==> src/rtl/emif_csr_pkg.sv <==
//------------------------------------------------------------------------------
// Module   : emif_csr_pkg
// Purpose  : Shared types and constants for the EMIF CSR / channel-reset
//            block: DFH layout, register offsets, feature identity and the
//            per-channel reset FSM state encoding.
// Revision : 1.0 - initial release
//------------------------------------------------------------------------------
`default_nettype none

package emif_csr_pkg;

  // Device Feature Header layout, MSB first
  typedef struct packed {
    logic [3:0]  feature_type;
    logic [7:0]  rsvd_hi;
    logic [3:0]  minor_rev;
    logic [6:0]  rsvd_lo;
    logic        eol;
    logic [23:0] next_offset;
    logic [3:0]  major_ver;
    logic [11:0] feature_id;
  } t_dfh;

  // Register byte offsets (64-bit aligned)
  localparam logic [7:0] c_addr_dfh     = 8'h00;
  localparam logic [7:0] c_addr_status  = 8'h08;
  localparam logic [7:0] c_addr_cap     = 8'h10;
  localparam logic [7:0] c_addr_control = 8'h18;

  // Feature identity
  localparam logic [11:0] c_feature_id   = 12'h009;
  localparam logic [3:0]  c_feature_type = 4'h3;
  localparam logic [3:0]  c_major_ver    = 4'h1;

  // Per-channel reset sequencer states
  typedef enum logic [1:0] {
    ST_IDLE     = 2'd0,
    ST_RST      = 2'd1,
    ST_WAIT_CAL = 2'd2
  } t_ch_state;

  // Assemble the DFH word from the two configurable fields
  function automatic logic [63:0] dfh_pack(input logic eol, input logic [23:0] next_offset);
    t_dfh d;
    d.feature_type = c_feature_type;
    d.rsvd_hi      = 8'h0;
    d.minor_rev    = 4'h0;
    d.rsvd_lo      = 7'h0;
    d.eol          = eol;
    d.next_offset  = next_offset;
    d.major_ver    = c_major_ver;
    d.feature_id   = c_feature_id;
    return d;
  endfunction

endpackage

`default_nettype wire

==> src/rtl/emif_ch_rst_fsm.sv <==
//------------------------------------------------------------------------------
// Module   : emif_ch_rst_fsm
// Purpose  : One EMIF channel reset sequencer: drives a fixed-length active-low
//            reset pulse, then waits for calibration to pass or fail.
//            Optional calibration timeout: EMIF_CSR_CAL_TIMEOUT_EN.
// Revision : 1.0 - initial release
//------------------------------------------------------------------------------
`default_nettype none

module emif_ch_rst_fsm
  import emif_csr_pkg::*;
#(
  parameter int          RST_PULSE_CYCLES   = 16,
  parameter logic [31:0] CAL_TIMEOUT_CYCLES = 32'd1_000_000
) (
  input  logic clk,
  input  logic rst_n,
  input  logic start,        // accepted only while idle
  input  logic cal_success,  // already synchronised
  input  logic cal_fail,     // already synchronised
  output logic ch_rst_n,
  output logic busy,
  output logic timeout       // single-cycle pulse on calibration timeout
);

  localparam int              c_pw         = $clog2(RST_PULSE_CYCLES);
  localparam logic [c_pw-1:0] c_pulse_last = c_pw'(RST_PULSE_CYCLES - 1);

  t_ch_state       r_state;
  t_ch_state       w_state_next;
  logic            r_out_en;     // holds the channel reset low until the first edge out of reset
  logic [c_pw-1:0] r_pulse_cnt;
  logic            w_pulse_done;
  logic            w_cal_done;
  logic            w_to_hit;

  assign w_pulse_done = (r_pulse_cnt == c_pulse_last);
  assign w_cal_done   = cal_success | cal_fail;

  // State register and reset-release flag
  always_ff @(posedge clk or negedge rst_n) begin
    if (!rst_n) begin
      r_state  <= ST_IDLE;
      r_out_en <= 1'b0;
    end else begin
      r_state  <= w_state_next;
      r_out_en <= 1'b1;
    end
  end

  // Pulse-length counter, counts only while the reset pulse is active
  always_ff @(posedge clk or negedge rst_n) begin
    if (!rst_n) begin
      r_pulse_cnt <= '0;
    end else if (r_state == ST_RST) begin
      r_pulse_cnt <= r_pulse_cnt + c_pw'(1);
    end else begin
      r_pulse_cnt <= '0;
    end
  end

`ifdef EMIF_CSR_CAL_TIMEOUT_EN
  logic [31:0] r_to_cnt;

  // Calibration wait counter, restarts on every entry to WAIT_CAL
  always_ff @(posedge clk or negedge rst_n) begin
    if (!rst_n) begin
      r_to_cnt <= '0;
    end else if (r_state == ST_WAIT_CAL) begin
      r_to_cnt <= r_to_cnt + 32'd1;
    end else begin
      r_to_cnt <= '0;
    end
  end

  // A calibration result in the final cycle still wins over the timeout
  assign w_to_hit = (r_state == ST_WAIT_CAL) && !w_cal_done &&
                    (r_to_cnt == CAL_TIMEOUT_CYCLES - 32'd1);
`else
  logic w_unused_to;
  assign w_unused_to = ^CAL_TIMEOUT_CYCLES;
  assign w_to_hit    = 1'b0;
`endif

  // Next-state logic
  always_comb begin
    w_state_next = r_state;
    case (r_state)
      ST_IDLE:     if (start)                 w_state_next = ST_RST;
      ST_RST:      if (w_pulse_done)          w_state_next = ST_WAIT_CAL;
      ST_WAIT_CAL: if (w_cal_done || w_to_hit) w_state_next = ST_IDLE;
      default:                                w_state_next = ST_IDLE;
    endcase
  end

  // Outputs decoded from the current state
  always_comb begin
    ch_rst_n = r_out_en && (r_state != ST_RST);
    busy     = (r_state != ST_IDLE);
    timeout  = w_to_hit;
  end

endmodule

`default_nettype wire

==> src/rtl/emif_csr_mc.sv <==
//------------------------------------------------------------------------------
// Module   : emif_csr_mc
// Purpose  : CSR block for a multi-channel EMIF: DFH / STATUS / CAPABILITY /
//            CONTROL registers, calibration-status synchronisers and one reset
//            sequencer per channel.
//            Optional calibration timeout: EMIF_CSR_CAL_TIMEOUT_EN.
// Revision : 1.0 - initial release
//------------------------------------------------------------------------------
`default_nettype none

module emif_csr_mc
  import emif_csr_pkg::*;
#(
  parameter int          NUM_CH             = 2,
  parameter logic [7:0]  CH_PRESENT         = 8'h03,
  parameter int          RST_PULSE_CYCLES   = 16,
  parameter logic [31:0] CAL_TIMEOUT_CYCLES = 32'd1_000_000,
  parameter logic [23:0] DFH_NEXT_OFFSET    = 24'h00B000,
  parameter logic        DFH_EOL            = 1'b0
) (
  input  logic              clk,
  input  logic              rst_n,
  input  logic              csr_write,
  input  logic              csr_read,
  input  logic [7:0]        csr_addr,
  input  logic [63:0]       csr_wdata,
  output logic [63:0]       csr_rdata,
  output logic              csr_rvalid,
  input  logic [NUM_CH-1:0] cal_success_i,
  input  logic [NUM_CH-1:0] cal_fail_i,
  output logic [NUM_CH-1:0] mem_ch_rst_n
);

  localparam logic [NUM_CH-1:0] c_present = CH_PRESENT[NUM_CH-1:0];
  localparam logic [63:0]       c_dfh     = dfh_pack(DFH_EOL, DFH_NEXT_OFFSET);
  localparam logic [63:0]       c_cap     = {24'h0, 8'(NUM_CH), 24'h0, 8'(c_present)};

  logic [NUM_CH-1:0] r_succ_meta, r_succ_sync;
  logic [NUM_CH-1:0] r_fail_meta, r_fail_sync;
  logic [NUM_CH-1:0] w_start;
  logic [NUM_CH-1:0] w_busy;
  logic [NUM_CH-1:0] w_to_pulse;
  logic [NUM_CH-1:0] w_sticky;
  logic [7:0]        w_addr_al;
  logic              w_ctrl_wr;
  logic [63:0]       w_status;
  logic [63:0]       w_rd_mux;
  logic [63:0]       r_rdata;
  logic              r_rvalid;
  logic              w_unused_bits;

  assign w_addr_al     = {csr_addr[7:3], 3'b000};
  assign w_ctrl_wr     = csr_write && (w_addr_al == c_addr_control);
  assign w_unused_bits = ^{csr_addr[2:0], csr_wdata};

  // Two-flop synchronisers for the asynchronous calibration levels
  always_ff @(posedge clk or negedge rst_n) begin
    if (!rst_n) begin
      r_succ_meta <= '0;
      r_succ_sync <= '0;
      r_fail_meta <= '0;
      r_fail_sync <= '0;
    end else begin
      r_succ_meta <= cal_success_i;
      r_succ_sync <= r_succ_meta;
      r_fail_meta <= cal_fail_i;
      r_fail_sync <= r_fail_meta;
    end
  end

  generate
    for (genvar i = 0; i < NUM_CH; i++) begin : g_ch
      // Absent channels never see a start request
      assign w_start[i] = w_ctrl_wr && csr_wdata[i] && c_present[i];

      emif_ch_rst_fsm #(
        .RST_PULSE_CYCLES   (RST_PULSE_CYCLES),
        .CAL_TIMEOUT_CYCLES (CAL_TIMEOUT_CYCLES)
      ) u_fsm (
        .clk         (clk),
        .rst_n       (rst_n),
        .start       (w_start[i]),
        .cal_success (r_succ_sync[i]),
        .cal_fail    (r_fail_sync[i]),
        .ch_rst_n    (mem_ch_rst_n[i]),
        .busy        (w_busy[i]),
        .timeout     (w_to_pulse[i])
      );
    end
  endgenerate

`ifdef EMIF_CSR_CAL_TIMEOUT_EN
  logic [NUM_CH-1:0] r_sticky;
  logic              w_clr;

  assign w_clr = w_ctrl_wr && csr_wdata[63];

  // Sticky timeout flags; a new timeout beats a simultaneous clear
  always_ff @(posedge clk or negedge rst_n) begin
    if (!rst_n) begin
      r_sticky <= '0;
    end else begin
      r_sticky <= w_to_pulse | (r_sticky & ~{NUM_CH{w_clr}});
    end
  end

  assign w_sticky = r_sticky;
`else
  logic w_unused_to;
  assign w_unused_to = ^w_to_pulse;
  assign w_sticky    = '0;
`endif

  assign w_status = {32'h0, 8'(w_sticky), 8'(w_busy), 8'(r_fail_sync), 8'(r_succ_sync)};

  // Read decode on pre-write state
  always_comb begin
    w_rd_mux = 64'h0;
    case (w_addr_al)
      c_addr_dfh:    w_rd_mux = c_dfh;
      c_addr_status: w_rd_mux = w_status;
      c_addr_cap:    w_rd_mux = c_cap;
      default:       w_rd_mux = 64'h0;
    endcase
  end

  // Registered read response; data holds until the next read
  always_ff @(posedge clk or negedge rst_n) begin
    if (!rst_n) begin
      r_rvalid <= 1'b0;
      r_rdata  <= 64'h0;
    end else begin
      r_rvalid <= csr_read;
      if (csr_read) begin
        r_rdata <= w_rd_mux;
      end
    end
  end

  assign csr_rdata  = r_rdata;
  assign csr_rvalid = r_rvalid;

endmodule

`default_nettype wire

==> config.mk <==
export PLATFORM = sky130hd
export DESIGN_NAME = emif_csr_mc
export DESIGN_NICKNAME = d
export VERILOG_FILES = /design/src/rtl/emif_csr_pkg.sv /design/src/rtl/emif_ch_rst_fsm.sv /design/src/rtl/emif_csr_mc.sv
export SDC_FILE = /design/constraint.sdc
export NUM_CORES = 1
export LEC_CHECK = 0
export ABC_CLOCK_PERIOD_IN_PS = 1600
export BUFFER_PORTS_ARGS = -buffer_cell sky130_fd_sc_hd__buf_2
export CORE_AREA = 2 2 69 71
export CTS_CLUSTER_SIZE = 20
export DETAILED_ROUTE_END_ITERATION = 10
export DIE_AREA = 0 0 71 73
export GPL_TIMING_DRIVEN = 0
export PLACE_DENSITY = 0.88
export SLEW_MARGIN = 20
export SYNTH_ARGS = -nofsm -noshare
export SYNTH_HDL_FRONTEND = slang
export SYNTH_SLANG_ARGS = --single-unit
==> constraint.sdc <==
create_clock -name clk -period 1.6 [get_ports clk]
set_clock_uncertainty 0.05 [all_clocks]
set_input_delay 0.08 -clock clk [delete_from_list [all_inputs] [get_ports clk]]
set_output_delay 0.08 -clock clk [all_outputs]
set_load 0.005 [all_outputs]
==> flow_summary.rst, run 1 <==
.. list-table::
   :header-rows: 1

   * - Metric
     - Value
   * - Outcome
     - finished clean
   * - VDD IR-drop max
     - 0.000611 V
   * - Share of flip-flops with an asynchronous set or reset
     - 1.00
   * - Largest family of logic cells by synthesized area
     - buffers and inverters
   * - Required time of the critical path
     - 1.47 ns
   * - Final count of negative-setup-slack endpoints
     - 0
   * - Initial Utilization
     - 0.342
   * - Share of the synthesized area in compound gates (AO/OA/AOI/OAI)
     - 0.0742
   * - Post-layout minimum cycle time
     - 1.49 ns
   * - Hold Fails Final Rpt
     - 0
   * - Critical path endpoint category
     - output pin
   * - Max Cap Viol
     - 0
   * - Fraction of the core area covered by cells at the end of the flow
     - 0.481
   * - Startpoint type of the worst setup path
     - flop
   * - Wire length reported by the detailed router
     - 2640 microns
   * - Largest incremental delay on the critical path
     - 0.39 ns
   * - Number of filler instances in the final layout
     - 421
   * - Static Leak
     - 1.24 nW
   * - Clk Latency, worst-skew pair
     - 0.28 ns
   * - Met3 usage in global routing
     - 0.0359
   * - CTS Root Buffer Type
     - sky130_fd_sc_hd__clkbuf_8
   * - Met1 global-route usage
     - 0.119
   * - Achievable clock frequency
     - 673 MHz
   * - Parity-gate share of the synthesized area counting xor and xnor cells
     - 0.0226
   * - Number of port buffers
     - 31
   * - Largest cells by area after synthesis
     - sky130_fd_sc_hd__dfrtp_1, sky130_fd_sc_hd__buf_4, sky130_fd_sc_hd__nor2_1, sky130_fd_sc_hd__o2bb2ai_1, sky130_fd_sc_hd__ha_1
   * - Worst Reg2Reg Path Length in Cells
     - 4
   * - Count of synthesis-stage warnings from yosys
     - 0
   * - Post-DR vias/cell
     - 3.69
   * - DIE AREA
     - 5180 sq um
   * - Synthesized area per cell
     - 10.6 sq um
   * - Mux share of post-synthesis cell area
     - 0
   * - Main flop type after synthesis
     - sky130_fd_sc_hd__dfrtp_1
   * - Minimum hold slack
     - 0.00878 ns
   * - Number of buffers created by CTS
     - 5
   * - DRC marker count from the first detailed-route iteration
     - 38
   * - Detailed-route DRC error count
     - 0
   * - Met2 GRT Util
     - 0.177
   * - Number of stages on the worst setup path
     - 4
   * - Post-synth top area cell
     - sky130_fd_sc_hd__dfrtp_1
   * - Portion of the post-synthesis area used by sequential elements
     - 0.484
   * - Basic-gate share of the synthesized area counting and, or, nand and nor cells
     - 0.102
   * - Total congestion overflow
     - 0
   * - Vias in the first global route
     - 944
   * - Buffer count from post-CTS setup fixing
     - 0
   * - Die X-Extent
     - 71 microns
   * - Synth Cell Area
     - 1550 sq um
   * - Synthesized flop and latch total
     - 30
   * - Maximum number of buffers from clock root to sink
     - 2
   * - Worst path bufs/invs
     - 2
   * - Reg-to-reg critical path endpoint
     - g_ch[0].u_fsm.r_state[0]
   * - Wire length of the first global-routing pass
     - 4200 microns
   * - Worst Setup SP
     - g_ch[0].u_fsm.r_state[1]
   * - Crit path arrival time
     - 1.36 ns
   * - GRT Total Usage
     - 0.106
   * - RSZ-0062 raised after global routing
     - false
   * - Internal reg-to-reg setup slack
     - 0.44 ns
   * - Type of the setup path with the least slack
     - flop to output pin
   * - Cell types with the highest counts after synthesis
     - sky130_fd_sc_hd__buf_4, sky130_fd_sc_hd__dfrtp_1, sky130_fd_sc_hd__nor2_1, sky130_fd_sc_hd__inv_1, sky130_fd_sc_hd__nand3_1
   * - Core Footprint
     - 4540 sq um
   * - Critical-path cell with the highest stage delay
     - sky130_fd_sc_hd__dfrtp_1
   * - Number of primary I/O pins
     - 147
   * - Clock tree from TritonCTS
     - done
   * - Non-filler cells, final
     - 296
   * - Max Transition Viols Final
     - 0
   * - Maximum number of pins on one net before global-route repair
     - 31
   * - Initial antenna violation count
     - 0
   * - Total area of multi-input combinational cells
     - 526 sq um
   * - Count of vias placed by the detailed router
     - 1091
   * - Vertical extent of the die
     - 73 microns
   * - Nets
     - 323
   * - Instance count after placement with tap cells included
     - 280
   * - Routing layer with the top usage in global route
     - met2
   * - Maximum level of the CTS H-tree
     - 2
   * - Gate Count Post-Synth
     - 146
   * - Cell area after placement
     - 1960 sq um
   * - Dominant cell by count in the synthesized netlist
     - sky130_fd_sc_hd__buf_4
   * - Rel. slew slack
     - 0.562
   * - Crit Reg-Reg Startpoint
     - g_ch[0].u_fsm.r_pulse_cnt[0]
   * - Post-route design area
     - 2180 sq um
   * - Power density normalized to cell area
     - 952 nW/um^2
   * - Count of TritonRoute iterations in the first routing pass
     - 4
   * - Setup TNS Final
     - 0 ns
   * - DRT antenna net count
     - 0
   * - Yosys top cell area share
     - 0.484
   * - Final period utilization
     - 0.928
   * - Proportion of layout cells with a drive suffix above 1
     - 0.409
   * - Capture point of the critical path
     - mem_ch_rst_n[0]
   * - Number of enable flip-flop cells after synthesis
     - 0
   * - Final Wtd Congestion
     - 0.737
   * - Half-perimeter wire length after placement
     - 2000 microns
   * - Adder-Cell Fraction of Synth Area
     - 0.0161
   * - Inserted Diodes
     - 0
   * - Netlist cell types
     - 29
   * - Cell Chain, Critical Path
     - nand2b_1 > and2_1 > buf_4 > buf_2
   * - Peak fanout along the critical path
     - 7
   * - Wire length per cell after detailed routing
     - 8.93 microns
   * - Clock-pin slew reported for the worst setup and hold paths after clock tree synthesis
     - 0.06 ns
   * - Slew at the pin with the worst max-slew slack
     - 0.656 ns
   * - Worst hold path type
     - input port to flop
   * - Standard-cell rows
     - 25
   * - Number of sinks on the clock net
     - 30
   * - Area growth from synthesis to final layout
     - 40.6%
   * - Area taken by flip-flops and latches
     - 751 sq um
   * - Cell family with most CP delay
     - simple AND/OR/NAND/NOR gates
==> where the power goes <==
part           switching (mW)  internal [mW]
Combinational           0.131          0.165
Clock                   0.280          0.664
Sequential             0.0314          0.805
Total                   0.442           1.63
==> how the worst min path moves through the flow <==
stage | from | slack (ns) | end | depth (start not counted)
after detailed placement | rst_n | 0.09 | g_ch[1].u_fsm.r_pulse_cnt[1] | 1
after global placement | rst_n | 0.08 | g_ch[1].u_fsm.r_pulse_cnt[1] | 1
after CTS | csr_wdata[1] | 0.007 | g_ch[1].u_fsm.r_state[0] | 2
final | csr_wdata[1] | 0.009 | g_ch[1].u_fsm.r_state[0] | 2
after floorplan | rst_n | -0.27 | csr_rdata[0] | 0
after global routing | csr_wdata[1] | 0.005 | g_ch[1].u_fsm.r_state[0] | 2
==> registers in the layout, indices dropped and copies added, names as in the netlist <==
| register | flops |
|---|---|
| r_succ_meta | 2 |
| csr_rdata | 8 |
| csr_rvalid | 1 |
| g_ch.u_fsm.r_pulse_cnt | 8 |
| r_succ_sync | 2 |
| r_fail_meta | 2 |
| g_ch.u_fsm.r_state | 4 |
| r_fail_sync | 2 |
| g_ch.u_fsm.r_out_en | 1 |
==> final cells by class <==
class	instances	area share
repair buffers	39	0.108
inverters	5	0.00861
clock buffers	6	0.0379
well taps	54	0.0310
flip-flops and latches	30	0.344
clock inverters	2	0.0275
plain buffers	59	0.202
multi-input cells	101	0.241
==> metal layers <==
layer	vias to the layer above	part of all wire
met5	-	0
met4	0	0.020
met3	5	0.086
met2	53	0.50
met1	475	0.40
li1	558	-
==> cells in the final DEF, fill, tap and decap left out <==
| master | n |
|---|---|
| sky130_fd_sc_hd__nor3b_1 | 1 |
| sky130_fd_sc_hd__xnor2_1 | 2 |
| sky130_fd_sc_hd__nand2_1 | 2 |
| sky130_fd_sc_hd__bufinv_16 | 2 |
| sky130_fd_sc_hd__a32o_1 | 1 |
| sky130_fd_sc_hd__buf_2 | 32 |
| sky130_fd_sc_hd__o21a_1 | 1 |
| sky130_fd_sc_hd__nor2b_1 | 2 |
| sky130_fd_sc_hd__or3b_1 | 1 |
| sky130_fd_sc_hd__nor4_1 | 1 |
| sky130_fd_sc_hd__o2bb2ai_1 | 4 |
| sky130_fd_sc_hd__and2_1 | 3 |
| sky130_fd_sc_hd__a22o_1 | 2 |
| sky130_fd_sc_hd__o21ai_0 | 1 |
| sky130_fd_sc_hd__nor2_1 | 10 |
| sky130_fd_sc_hd__nand3b_1 | 1 |
| sky130_fd_sc_hd__buf_4 | 58 |
| sky130_fd_sc_hd__ha_1 | 2 |
| sky130_fd_sc_hd__or4b_1 | 1 |
| sky130_fd_sc_hd__o32ai_1 | 2 |
| sky130_fd_sc_hd__nand3_1 | 5 |
| sky130_fd_sc_hd__nand2b_1 | 2 |
| sky130_fd_sc_hd__dlygate4sd3_1 | 8 |
| sky130_fd_sc_hd__clkbuf_8 | 6 |
| sky130_fd_sc_hd__a31o_2 | 1 |
| sky130_fd_sc_hd__o22ai_1 | 1 |
| sky130_fd_sc_hd__inv_1 | 5 |
| sky130_fd_sc_hd__conb_1 | 51 |
| sky130_fd_sc_hd__nor3_1 | 1 |
| sky130_fd_sc_hd__xor2_1 | 2 |
| sky130_fd_sc_hd__a21boi_0 | 1 |
| sky130_fd_sc_hd__dfrtp_1 | 30 |
==> timing repair <==
action	4_1_cts	5_1_grt
gates resized for setup	0	0
setup endpoints to repair	0	0
hold endpoints to repair	38	0
hold buffers	8	0
==> cell families (layout without fill, tap and decap cells) <==
logic type / after synthesis / after routing
XOR/XNOR: 4 / 4
adder cells (fa/ha/maj): 2 / 2
AO/OA/AOI/OAI: 14 / 14
AND/OR/NAND/NOR: 30 / 30
flip-flops: 30 / 30
buffers and inverters: 64 / 111
other: 2 / 51
==> metrics by stage <==
| step | power (mW) | worst slack, ns |
|---|---|---|
| 4_1_cts | 2.09 | 0.0926 |
| 3_3_place_gp | 1.12 | 0.113 |
| 2_1_floorplan | 1.05 | 0.259 |
| 3_5_place_dp | 1.13 | 0.0964 |
| 6_report | 2.08 | 0.115 |
| 5_1_grt | 2.18 | 0.0332 |
(Power assumes the default switching activity.)
==> inputs of run 2 (changes only) <==
CORE_AREA = 2 2 62 79   (was 2 2 69 71)
DIE_AREA = 0 0 64 81   (was 0 0 71 73)
==> run 2 against run 1 <==
Clock power is 36% lower. Design area is 2.5% lower. Flip-flop and latch count stayed put. Utilization is 1.0 points lower. Setup slack better by 0.0093 ns. Non-clock buffer count is 1 lower. Critical path depth stayed put. Die area hardly changed. Largest cell class unchanged.
==> flow_summary.rst, run 2 (same netlist as run 1, synthesis figures left out) <==
.. list-table::
   :header-rows: 1

   * - Metric
     - Value
   * - Largest incremental delay on the critical path
     - 0.39 ns (about the same)
   * - Power share of the combinational group
     - 0.169 (+0.027)
   * - Wire length per cell after detailed routing
     - 8.23 microns (-7.8%)
   * - Number of filler instances in the final layout
     - 433 (+2.9%)
   * - Vias in the first global route
     - 1012 (+7.2%)
   * - Setup TNS Final
     - 0 ns (unchanged)
   * - Inserted Diodes
     - 0 (unchanged)
   * - Number of sinks on the clock net
     - 30 (unchanged)
   * - VDD IR-drop max
     - 0.000300 V (-51%)
   * - Maximum number of pins on one net before global-route repair
     - 31 (unchanged)
   * - Critical path endpoint category
     - output pin
   * - RSZ-0062 raised after global routing
     - false
   * - Count of vias placed by the detailed router
     - 1085 (-0.55%)
   * - Switching power
     - 0.415 mW (-6.1%)
   * - Post-DR vias/cell
     - 3.60 (-2.2%)
   * - Worst path bufs/invs
     - 2 (unchanged)
   * - Capture point of the critical path
     - mem_ch_rst_n[0]
   * - Number of stages on the worst setup path
     - 4 (unchanged)
   * - Crit path arrival time
     - 1.35 ns (about the same)
   * - Worst Reg2Reg Path Length in Cells
     - 4 (unchanged)
   * - Half-perimeter wire length after placement
     - 2000 microns (-0.24%)
   * - Instance count after placement with tap cells included
     - 286 (+2.1%)
   * - DRT antenna net count
     - 0 (unchanged)
   * - Die X-Extent
     - 64 microns (-9.9%)
   * - Detailed-route DRC error count
     - 0 (unchanged)
   * - Total power after layout
     - 1.73 mW (-17%)
   * - Commonest non-fill, non-tap cell in the layout
     - sky130_fd_sc_hd__buf_4
   * - Max Transition Viols Final
     - 0 (unchanged)
   * - Required time of the critical path
     - 1.47 ns (about the same)
   * - Reg-to-reg critical path endpoint
     - g_ch[0].u_fsm.r_state[0]
   * - Number of gates given a new drive strength after cts
     - 0 (unchanged)
   * - Cell family with most CP delay
     - simple AND/OR/NAND/NOR gates
   * - Worst path setup slack after routing
     - 0.124 ns (+0.00929 ns)
   * - Startpoint type of the worst setup path
     - flop
   * - Peak fanout along the critical path
     - 7 (unchanged)
   * - Switching Share
     - 0.240 (+0.0272)
   * - Clock-pin slew reported for the worst setup and hold paths after clock tree synthesis
     - 0.06 ns (about the same)
   * - Cell Chain, Critical Path
     - nand2b_1 > and2_1 > buf_4 > buf_2
   * - Total congestion overflow
     - 0 (unchanged)
   * - Clock tree from TritonCTS
     - done
   * - Slew at the pin with the worst max-slew slack
     - 0.619 ns (-0.0378 ns)
   * - Number of buffers created by CTS
     - 5 (unchanged)
   * - GRT Total Usage
     - 0.104 (-0.00193)
   * - Final Wtd Congestion
     - 0.769 (+4.4%)
   * - Number of primary I/O pins
     - 147 (unchanged)
   * - Standard-cell rows
     - 28 (+12%)
   * - Achievable clock frequency
     - 677 MHz (+0.63%)
   * - Nets
     - 322 (-0.31%)
   * - Wire length of the first global-routing pass
     - 4160 microns (-0.83%)
   * - Initial antenna violation count
     - 0 (unchanged)
   * - Core Footprint
     - 4520 sq um (-0.36%)
   * - Internal reg-to-reg setup slack
     - 0.41 ns (-0.03 ns)
   * - Proportion of layout cells with a drive suffix above 1
     - 0.407 (-0.00245)
   * - Outcome
     - finished clean
   * - Vertical extent of the die
     - 81 microns (+11%)
   * - Share of power burned in registers
     - 0.483 (+0.080)
   * - Int Pwr
     - 1.31 mW (-20%)
   * - Commonest cells after routing, fill and taps aside
     - sky130_fd_sc_hd__buf_4, sky130_fd_sc_hd__conb_1, sky130_fd_sc_hd__buf_2, sky130_fd_sc_hd__dfrtp_1, sky130_fd_sc_hd__nor2_1
   * - Non-filler cells, final
     - 301 (+1.7%)
   * - Rel. slew slack
     - 0.588 (+0.0252)
   * - DIE AREA
     - 5180 sq um (about the same)
   * - Count of TritonRoute iterations in the first routing pass
     - 4 (unchanged)
   * - CTS Root Buffer Type
     - sky130_fd_sc_hd__clkbuf_8
   * - Final count of negative-setup-slack endpoints
     - 0 (unchanged)
   * - Wire length reported by the detailed router
     - 2480 microns (-6.3%)
   * - Type of the setup path with the least slack
     - flop to output pin
   * - Post-layout minimum cycle time
     - 1.48 ns (-0.00928 ns)
   * - Maximum number of buffers from clock root to sink
     - 2 (unchanged)
   * - Clock network fraction of total power
     - 0.348 (-0.107)
   * - Placement-stage worst setup slack
     - 0.0790 ns (-0.0174 ns)
   * - Number of port buffers
     - 31 (unchanged)
   * - Clk Latency, worst-skew pair
     - 0.27 ns (about the same)
   * - Worst hold path type
     - input port to flop
   * - Final period utilization
     - 0.923 (-0.00580)
   * - Crit Reg-Reg Startpoint
     - g_ch[0].u_fsm.r_pulse_cnt[0]
   * - Hold Fails Final Rpt
     - 0 (unchanged)
   * - Initial Utilization
     - 0.343 (+0.00123)
   * - Worst Setup SP
     - g_ch[0].u_fsm.r_state[1]
   * - Max Cap Viol
     - 0 (unchanged)
   * - Area growth from synthesis to final layout
     - 37.1%
   * - DRC marker count from the first detailed-route iteration
     - 46 (+21%)
   * - Static Leak
     - 1.21 nW (-2.2%)
   * - Critical-path cell with the highest stage delay
     - sky130_fd_sc_hd__dfrtp_1
   * - Maximum level of the CTS H-tree
     - 2 (unchanged)
   * - Power density normalized to cell area
     - 813 nW/um^2 (-15%)
[run 2: changes by cell type in the layout (fill, tap and decap cells not counted), sizes merged]
cell,delta
bufinv,-2
clkbuf,+1
clkinv,+1
dlygate4sd3,-1
[run 2: how the worst min path moves through the flow]
stage / startpoint / slack [ns] / depth (start not counted) / endpoint
final: csr_wdata[1] / 0.009 / 2 / g_ch[1].u_fsm.r_state[0]
after global routing: csr_wdata[1] / 0.02 / 2 / g_ch[1].u_fsm.r_state[0]
after CTS: csr_wdata[1] / 0.008 / 2 / g_ch[1].u_fsm.r_state[0]
after detailed placement: rst_n / 0.08 / 1 / g_ch[1].u_fsm.r_pulse_cnt[1]
after global placement: rst_n / 0.08 / 1 / g_ch[1].u_fsm.r_pulse_cnt[1]
after floorplan: rst_n / -0.27 / 0 / csr_rdata[0]
[run 2: final cells by class]
cell class / instances / area (sq um) / share of cell area
Sequential cell: 30 / 751 / 0.353
Multi-Input combinational cell: 101 / 526 / 0.247
Buffer: 59 / 440 / 0.207
Timing Repair Buffer: 38 / 225 / 0.106
Clock buffer: 7 / 86.3 / 0.0406
Tap cell: 60 / 75.1 / 0.0353
Inverter: 5 / 18.8 / 0.00882
Clock inverter: 1 / 5.00 / 0.00235
[run 2: routing by layer]
metal / share of wire / wire [microns] / GRT usage / vias to the layer above
li1: - / - / - / 559
met1: 0.38 / 952 / 0.106 / 465
met4: 0.013 / 32 / 0.0391 / 0
met5: 0 / 0 / 0 / -
met2: 0.49 / 1230 / 0.190 / 56
met3: 0.11 / 265 / 0.0443 / 5
[run 2: worst register-to-register path: stages, from the launching register on]
cell,delay (ns)
sky130_fd_sc_hd__dfrtp_1,0.37
sky130_fd_sc_hd__ha_1,0.19
sky130_fd_sc_hd__nand3_1,0.11
sky130_fd_sc_hd__nor2b_1,0.14
sky130_fd_sc_hd__a31o_2,0.21
[run 2: per-stage QoR]
step	area [sq um]	utilization	hold WS (ns)
6_report	2130	0.471	0.00907
5_1_grt	2130	0.471	0.0223
3_3_place_gp	1970	0.435	0.0819
4_1_cts	2130	0.471	0.00842
2_1_floorplan	1740	-	-0.266
3_5_place_dp	1970	0.435	0.0821
[run 2: power groups by stage]
stage	Combinational (mW)	Sequential [mW]	Clock, mW
global placement	0.271	0.847	0
finish	0.292	0.836	0.602
global route	0.338	0.840	0.652
detailed placement	0.276	0.850	0
CTS	0.290	0.836	0.621
floorplan	0.207	0.843	0
[run 2: repair_timing]
action / in CTS / in global routing
hold buffers: 7 / 0
endpoints found under the setup margin: 0 / 0
buffers inserted: 0 / 0
endpoints found under the hold margin: 38 / 0
==> inputs of run 3 (changes only) <==
ABC_CLOCK_PERIOD_IN_PS = 1650   (was 1600)
clock period = 1.65 ns   (was 1.6 ns; I/O delays follow)
==> run 3 against run 2 <==
Critical path depth stayed put. Register-to-register slack improved by 0.05 ns. Global-route usage stayed put. Largest cell class unchanged. Sequential power shrank 3.1%. Design area down 0.47%. Largest power group unchanged. First-iteration DRC count is 8.7% lower. Setup slack improved by 0.048 ns. Critical endpoint unchanged. Clock power fell by 3%. Utilization fell by 0.22 points.
==> flow_summary.rst, run 3 (same netlist as run 1, synthesis figures left out) <==
.. list-table::
   :header-rows: 1

   * - Metric
     - Value
   * - Initial Utilization
     - 0.343 (unchanged)
   * - Post-layout minimum cycle time
     - 1.48 ns
   * - Non-filler cells, final
     - 300 (-0.33%)
   * - Rel. slew slack
     - 0.588 (about the same)
   * - Maximum level of the CTS H-tree
     - 2 (unchanged)
   * - Internal reg-to-reg setup slack
     - 0.46 ns (+0.05 ns)
   * - Buffer count from post-CTS setup fixing
     - 0 (unchanged)
   * - Count of vias placed by the detailed router
     - 1082 (-0.28%)
   * - Final Wtd Congestion
     - 0.769 (unchanged)
   * - Required time of the critical path
     - 1.52 ns (+0.05 ns)
   * - Post-route design area
     - 2120 sq um (-0.47%)
   * - Number of primary I/O pins
     - 147 (unchanged)
   * - Wire length of the first global-routing pass
     - 4160 microns (unchanged)
   * - Count of TritonRoute iterations in the first routing pass
     - 4 (unchanged)
   * - Clock tree from TritonCTS
     - done
   * - Proportion of layout cells with a drive suffix above 1
     - 0.408 (+0.00169)
   * - Post-DR vias/cell
     - 3.61 (about the same)
   * - Clock-pin slew reported for the worst setup and hold paths after clock tree synthesis
     - 0.06 ns (about the same)
   * - Peak fanout along the critical path
     - 7 (unchanged)
   * - Final count of negative-setup-slack endpoints
     - 0 (unchanged)
   * - DRC marker count from the first detailed-route iteration
     - 42 (-8.7%)
   * - Worst Hold Endpoint
     - g_ch[0].u_fsm.r_state[0]
   * - Clk Latency, worst-skew pair
     - 0.27 ns (about the same)
   * - Cell area after placement
     - 1970 sq um (unchanged)
   * - CTS Root Buffer Type
     - sky130_fd_sc_hd__clkbuf_8
   * - DRT antenna net count
     - 0 (unchanged)
   * - Reg-to-reg critical path endpoint
     - g_ch[0].u_fsm.r_state[0]
   * - DIE AREA
     - 5180 sq um (unchanged)
   * - Critical path endpoint category
     - output pin
   * - Crit path arrival time
     - 1.35 ns (about the same)
   * - Worst hold path startpoint
     - csr_wdata[0]
   * - Wire length per cell after detailed routing
     - 8.24 microns (+0.17%)
   * - Commonest non-fill, non-tap cell in the layout
     - sky130_fd_sc_hd__buf_4
   * - Slew at the pin with the worst max-slew slack
     - 0.618 ns (-0.000446 ns)
   * - Final period utilization
     - 0.896
   * - Commonest cells after routing, fill and taps aside
     - sky130_fd_sc_hd__buf_4, sky130_fd_sc_hd__conb_1, sky130_fd_sc_hd__buf_2, sky130_fd_sc_hd__dfrtp_1, sky130_fd_sc_hd__nor2_1
   * - Standard-cell rows
     - 28 (unchanged)
   * - RSZ-0062 raised after global routing
     - false
   * - VDD IR-drop max
     - 0.000291 V (-3.0%)
   * - Achievable clock frequency
     - 676 MHz
   * - Number of port buffers
     - 31 (unchanged)
   * - Static Leak
     - 1.21 nW (-0.35%)
   * - Detailed-route DRC error count
     - 0 (unchanged)
   * - Wire length reported by the detailed router
     - 2470 microns (-0.16%)
   * - Met2 GRT Util
     - 0.190 (unchanged)
   * - Outcome
     - finished clean
   * - Nets
     - 321 (-0.31%)
   * - Minimum hold slack
     - 0.00462 ns (-0.00445 ns)
   * - Max Cap Viol
     - 0 (unchanged)
   * - Half-perimeter wire length after placement
     - 2000 microns (unchanged)
   * - Inserted Diodes
     - 0 (unchanged)
   * - Startpoint type of the worst setup path
     - flop
   * - Maximum number of buffers from clock root to sink
     - 2 (unchanged)
   * - Met3 usage in global routing
     - 0.0443 (unchanged)
   * - Vias in the first global route
     - 1012 (unchanged)
   * - Die X-Extent
     - 64 microns (unchanged)
   * - Total congestion overflow
     - 0 (unchanged)
   * - Area growth from synthesis to final layout
     - 36.5%
   * - Hold Fails Final Rpt
     - 0 (unchanged)
   * - Total power after layout
     - 1.68 mW (-3.1%)
   * - Number of filler instances in the final layout
     - 434 (+0.23%)
   * - Maximum number of pins on one net before global-route repair
     - 31 (unchanged)
   * - Number of sinks on the clock net
     - 30 (unchanged)
   * - Core Footprint
     - 4520 sq um (unchanged)
   * - Setup TNS Final
     - 0 ns (unchanged)
   * - Number of buffers created by CTS
     - 5 (unchanged)
   * - GRT Total Usage
     - 0.104 (unchanged)
   * - Worst hold path type
     - input port to flop
   * - Vertical extent of the die
     - 81 microns (unchanged)
   * - Instance count after placement with tap cells included
     - 286 (unchanged)
   * - Max Transition Viols Final
     - 0 (unchanged)
   * - Crit Reg-Reg Startpoint
     - g_ch[0].u_fsm.r_pulse_cnt[0]
   * - Routing layer with the top usage in global route
     - met2
   * - Initial antenna violation count
     - 0 (unchanged)
   * - Worst Reg2Reg Path Length in Cells
     - 4 (unchanged)
   * - Type of the setup path with the least slack
     - flop to output pin
   * - Power density normalized to cell area
     - 791 nW/um^2 (-2.7%)
   * - Cells on Worst Hold Path
     - 2 (unchanged)
   * - Met1 global-route usage
     - 0.106 (unchanged)
-- run 3: cell types whose count changed in the layout (fill, tap and decap cells not counted) --
cell,delta
sky130_fd_sc_hd__dlygate4sd3_1,-1
-- run 3: per-layer routing --
layer	wire, microns	part of all wire
met1	946	0.38
met2	1230	0.50
met3	268	0.11
met4	32	0.013
met5	0	0
-- run 3: area by class of cell --
type | instances | area [sq um] | area share
buffer | 59 | 440 | 0.208
clock buffer | 7 | 86.3 | 0.0408
clock inverter | 1 | 5.00 | 0.00236
inverter | 5 | 18.8 | 0.00887
multi-input combinational | 101 | 526 | 0.248
sequential | 30 | 751 | 0.355
tap | 60 | 75.1 | 0.0355
timing repair buffer | 37 | 215 | 0.102
-- run 3: critical path, stage by stage, from the launching register on --
cell and delay (ns):
sky130_fd_sc_hd__dfrtp_1 0.39, sky130_fd_sc_hd__nand2b_1 0.25, sky130_fd_sc_hd__and2_1 0.21, sky130_fd_sc_hd__buf_4 0.12
sky130_fd_sc_hd__buf_2 0.11
-- run 3: worst max path at each step --
stage,endpoint,startpoint,slack (ns)
floorplan,csr_rdata[16],csr_addr[7],0.31
global placement,csr_rdata[16],csr_addr[7],0.16
detailed placement,csr_rdata[17],csr_addr[7],0.13
CTS,mem_ch_rst_n[0],g_ch[0].u_fsm.r_state[1],0.14
global route,mem_ch_rst_n[0],g_ch[0].u_fsm.r_state[1],0.07
finish,mem_ch_rst_n[0],g_ch[0].u_fsm.r_state[1],0.17
-- run 3: timing repair --
| action | in CTS | in global routing |
|---|---|---|
| hold buffers | 6 | 0 |
| endpoints found under the hold margin | 37 | 0 |
| resized for setup | 0 | 0 |
| setup endpoints to repair | 0 | 0 |
-- run 3: through the flow --
step,worst slack [ns],utilization
6_report,0.171,0.468
5_1_grt,0.0673,0.468
4_1_cts,0.145,0.468
3_5_place_dp,0.126,0.435
3_3_place_gp,0.163,0.435
2_1_floorplan,0.307,-
-- run 3: power breakdown --
group          switching [mW]  total, mW  internal (mW)
logic                   0.125      0.281          0.156
clock network           0.248      0.584          0.335
registers              0.0292      0.810          0.781
total                   0.402       1.68           1.27
